`src/rtl/mem_bus_responder.sv`:
```
// Byte-addressed memory slave for a CPU MAR/MDR bus: captures one request,
// inserts WAIT_STATES wait cycles, performs a byte or little-endian word access.
module mem_bus_responder #(
    parameter int unsigned ADDR_W      = 8,
    parameter int unsigned WAIT_STATES = 2
) (
    input  logic        clk,
    input  logic        rst_n,
    input  logic [15:0] abus,
    input  logic [15:0] dbus_in,
    input  logic        mrd,
    input  logic        mwr,
    input  logic        w_b,
    output logic [15:0] dbus_out,
    output logic        dbus_oe,
    output logic        rdy,
    output logic        err
);
    localparam int unsigned DEPTH = 2 ** ADDR_W;
    localparam int unsigned CNT_W = 4;

    typedef enum logic [1:0] {
        ST_IDLE,
        ST_WAIT,
        ST_ACCESS,
        ST_DONE
    } state_t;

    state_t            r_state;
    logic [CNT_W-1:0]  r_cnt;
    logic [ADDR_W-1:0] r_addr;
    logic [15:0]       r_wdata;
    logic              r_word;
    logic              r_is_rd;
    logic [7:0]        r_mem [DEPTH];

    logic [ADDR_W-1:0] w_addr_hi;
    logic              w_start;
    logic              w_illegal;
    logic              w_do_write;
    logic [15:0]       w_rdata;
    logic              w_unused_abus;

    // Upper byte of a word access wraps to the bottom of storage.
    assign w_addr_hi     = r_addr + ADDR_W'(1);
    assign w_start       = mrd ^ mwr;
    assign w_illegal     = mrd & mwr;
    assign w_do_write    = (r_state == ST_ACCESS) && !r_is_rd;
    assign w_rdata       = {(r_word ? r_mem[w_addr_hi] : 8'h00), r_mem[r_addr]};
    assign w_unused_abus = ^abus;

    always_ff @(posedge clk) begin
        if (!rst_n) begin
            r_state  <= ST_IDLE;
            r_cnt    <= '0;
            rdy      <= 1'b0;
            err      <= 1'b0;
            dbus_oe  <= 1'b0;
            dbus_out <= 16'h0000;
        end else begin
            case (r_state)
                ST_IDLE: begin
                    if (w_start) begin
                        r_addr  <= abus[ADDR_W-1:0];
                        r_wdata <= dbus_in;
                        r_word  <= w_b;
                        r_is_rd <= mrd;
                        r_cnt   <= CNT_W'(WAIT_STATES);
                        r_state <= (WAIT_STATES == 0) ? ST_ACCESS : ST_WAIT;
                    end else if (w_illegal) begin
                        r_state <= ST_DONE;
                        rdy     <= 1'b1;
                        err     <= 1'b1;
                        dbus_oe <= 1'b0;
                    end
                end
                ST_WAIT: begin
                    r_cnt <= r_cnt - CNT_W'(1);
                    if (r_cnt == CNT_W'(1)) begin
                        r_state <= ST_ACCESS;
                    end
                end
                ST_ACCESS: begin
                    rdy     <= 1'b1;
                    dbus_oe <= r_is_rd;
                    if (r_is_rd) begin
                        dbus_out <= w_rdata;
                    end
                    r_state <= ST_DONE;
                end
                ST_DONE: begin
                    // Held strobes keep us here so one handshake is one access.
                    if (!mrd && !mwr) begin
                        r_state <= ST_IDLE;
                        rdy     <= 1'b0;
                        err     <= 1'b0;
                        dbus_oe <= 1'b0;
                    end
                end
                default: r_state <= ST_IDLE;
            endcase
        end
    end

    // Storage has no reset; a reset on the access edge suppresses the write.
    always_ff @(posedge clk) begin
        if (rst_n && w_do_write) begin
            r_mem[r_addr] <= r_wdata[7:0];
            if (r_word) begin
                r_mem[w_addr_hi] <= r_wdata[15:8];
            end
        end
    end

endmodule

```
`config.mk`:
```
export PLATFORM = sky130hd
export DESIGN_NAME = mem_bus_responder
export DESIGN_NICKNAME = d
export VERILOG_FILES = /design/src/rtl/mem_bus_responder.sv
export SDC_FILE = /design/constraint.sdc
export NUM_CORES = 2
export LEC_CHECK = 0
export BUFFER_PORTS_ARGS = -buffer_cell sky130_fd_sc_hd__buf_2
export CORE_ASPECT_RATIO = 1.2
export CORE_UTILIZATION = 35
export CTS_CLUSTER_SIZE = 24
export DETAILED_ROUTE_END_ITERATION = 10
export PLACE_DENSITY_LB_ADDON = 0.08
export RECOVER_POWER = 50
export SYNTH_ARGS = -nofsm -noshare
export SYNTH_HDL_FRONTEND = slang
export SYNTH_SLANG_ARGS = --single-unit
```
`constraint.sdc`:
```
create_clock -name clk -period 4.87 [get_ports clk]
set_input_delay 0 -clock clk [delete_from_list [all_inputs] [get_ports clk]]
set_output_delay 0 -clock clk [all_outputs]
set_load 0.01 [all_outputs]
```
==> impl_metrics.yaml <==
logic_synthesis:
  syn-cell-area_um2: 125000
  synth.distinct_cells: 77
  ys_warn_count: 0
  ys_ff_latch: 2099
  synthTopCellsByArea: "edfxtp_1, mux4_2, mux2_2, clkbuf_1, o22ai_1"
  synthArstFlopShare_pct: 0
  post-synth-top-count-cell: "edfxtp_1"
  synthFlopType: "edfxtp_1"
  synthTopCellsByCount: "edfxtp_1, mux2_2, mux4_2"
  syn_avg_cell_area_um2: 16.4
  yosysTopAreaCellShare_pct: 49.7
  syn_inst: 7637
  synth_nets: 7688
  netlist.top_cell.by_area: "edfxtp_1"
  synth_edf_count: 2074
  yosysSeqAreaShare_pct: 50.1
die:
  start_util_pct: 35.2
  dieHeight_um: 657
  num_rows: 240
  dieArea_um2: 360000
  core_um2: 356000
  ioPinCount: 56
  die_w_um: 548
routing:
  drc: 0
  totalWireLength_um: 525000
  detail_route.wl_per_cell_um: 41.8
  drt_iter0_markers: 9652
  drt-vias-per-instance: 6.36
  antenna_left: 0
  num_vias: 79900
  firstDrtPassIters: 5
hold_path:
  whs_endpoint: "rdy"
  holdCritStartpoint: "mwr"
  hp-class: "in2reg"
  min_path_cells: 7
setup_path:
  crit_fanout: 10
  reg2reg_from: "r_addr[2]"
  crit_path_start_kind: "flip-flop"
  critPathKind: "reg2reg"
  crit_family: "simple AND/OR/NAND/NOR gates"
  cp.required_ps: 5460
  slowest_stage: "xnor2_1"
  worst-r2r-setup-slack_ps: 20
  reg2reg_to: "r_mem[178][0]"
  cp_data_arrival_time_ps: 5440
  path_cells: "and3_1 -> xnor2_1 -> clkbuf_1 -> nand2_1 -> nor2_1 -> buf_4 -> nand2_1 -> o21ai_0 -> clkbuf_1"
  endpoint_kind: "flip-flop"
  cp_slowest_stage_delay_ps: 950
  cp_num_buf_inv: 3
  reg2reg_depth: 9
power_and_ir_drop:
  swShare_pct: 31.2
  switching_power_uw: 16300
  power_frac_seq_pct: 39.2
  vdd_drop_max_v: 0.000307
  share_comb_of_total_power_pct: 25.4
  p_per_area_nw_per_um2: 371
  p_clk_share_pct: 35.4
  leakage_uw: 0.0431
  internal_power_uw: 35900
cts:
  cts_buffers: 241
  htreeDepth: 4
  cts_buffer_depth: 4
  root_buffer: "clkbuf_16"
  cts_resized: 0
  postCtsSetupRepairBufs: 0
  clock-sinks: 2099
  postCtsHoldBufs: 55
  clk_latency_ps: 970
  cts_tree: "yes"
  clk_pin_slew_worst_paths_ps: 60
timing:
  setup_violations: 0
  fmax_mhz: 206
  min_period_over_period_pct: 99.6
  relSlewSlack_pct: -52.9
  tightest_slew_ps: 2290
  fin_crit_ps: 4850
  holdWs_ps: 153
  slew_viol_final: 40
  setup_tns_ps: 0
  rsz0062_at_grt: "no"
  hold_viol: 0
  clock_skew_ps: 58.8
grt:
  grt_start_max_net_pins: 155
  overflow: 0
  grt_pass1_vias: 79800
  grt_use_total_pct: 28.7
  antenna_found_initial: 33
  grt_first_pass_wirelength_um: 712000
status:
  status: "finished, violations left"
  violations: "capacitance limit, slew limit"
final_layout:
  area_delta_synth_final_pct: 12.0
  num-nets-final: 7668
  fill_cells: 32900
  drive_gt1_share_pct: 53.7
flow_run:
  maxCapViolations: 2
place:
  dpl.hpwl_um: 352000
  io_buffer_count: 47
  gp_congestion: 0.927
==> per-stage QoR <==
step	utilization [%]	power, µW	instances	setup WS (ps)	area (µm²)
3_5_place_dp	37.4	33900	12000	373	133000
6_report	39.4	52100	12600	17.6	140000
2_1_floorplan	-	28500	7637	531	125000
5_1_grt	39.4	53400	12500	103	140000
3_3_place_gp	37.4	33900	12000	361	133000
4_1_cts	39.7	52500	12500	326	141000
==> placed cells by master (no fill, tap or decap), types with 20 or more instances in the layout <==
cell / instances
buf_4: 298
o21ai_0: 112
clkbuf_16: 245
clkinv_1: 59
nand3_1: 56
buf_2: 23
clkbuf_2: 24
nor2_1: 107
edfxtp_1: 2074
bufinv_16: 21
mux2_2: 2033
nand2_1: 261
diode_2: 27
a22oi_1: 63
a21oi_1: 47
buf_12: 89
nor2_2: 118
inv_1: 23
nor2b_1: 20
mux4_2: 1209
o22ai_1: 190
dlygate4sd3_1: 55
clkbuf_1: 224
dfxtp_1: 25
mux2i_1: 47
mux2_1: 22
clkinv_2: 47
==> worst min-delay path, delay by kind of cell <==
kind            cells  cell delay, ps
compound gates      1              50
buf+inv             3             670
simple gates        2             130
fa+ha+maj           1             190
==> state kept, by name, indices dropped and copies added, names as in the netlist <==
| name | cells |
|---|---|
| r_cnt | 4 |
| r_wdata | 16 |
| r_is_rd | 1 |
| r_addr | 8 |
| r_word | 1 |
| rdy | 1 |
| dbus_out | 16 |
| r_state | 2 |
| r_mem | 2048 |
| dbus_oe | 1 |
| err | 1 |
==> routing by layer <==
metal	GRT usage, %	up-vias	routed length, µm
li1	-	31600	-
met1	36.3	43700	203000
met2	47.3	3702	252000
met3	4.97	889	37500
met4	14.4	14	31700
met5	0	-	99
==> how the worst max path moves through the flow <==
stage                         start  depth (start not counted)            end  slack [ps]
after floorplan           r_addr[1]                         16   dbus_out[15]         530
after global placement    r_addr[1]                         10   dbus_out[12]         360
after detailed placement  r_addr[1]                         10   dbus_out[12]         370
after CTS                 r_addr[1]                         10   dbus_out[12]         330
after global routing      r_addr[2]                          9  r_mem[178][5]         100
final                     r_addr[2]                          9  r_mem[178][0]          20
==> power groups by stage <==
stage / clock network [µW] / logic, µW / registers [µW]
2_1_floorplan: 0 / 7750 / 20700
3_3_place_gp: 0 / 13000 / 20800
3_5_place_dp: 0 / 13100 / 20800
4_1_cts: 18800 / 13200 / 20400
5_1_grt: 19400 / 13600 / 20400
6_report: 18500 / 13200 / 20400
==> area by class of cell <==
class / instances / area, µm² / share of cell area (%)
inverters: 26 / 97.6 / 0.0695
well taps: 4719 / 5900 / 4.21
clock buffers: 304 / 6380 / 4.55
multi-input cells: 4591 / 58400 / 41.6
repair buffers: 658 / 5450 / 3.88
diodes: 27 / 67.6 / 0.0481
flip-flops and latches: 2099 / 62800 / 44.7
clock inverters: 145 / 1300 / 0.923
==> cell families after synthesis <==
family                   share of synthesized area, %
XOR/XNOR                                       0.0749
AND/OR/NAND/NOR                                  3.07
flip-flops                                       50.1
adder cells (fa/ha/maj)                         0.140
AO/OA/AOI/OAI                                    2.83
buffers and inverters                            3.22
multiplexers                                     40.6
No activity file was read; power rests on OpenSTA's default activity.
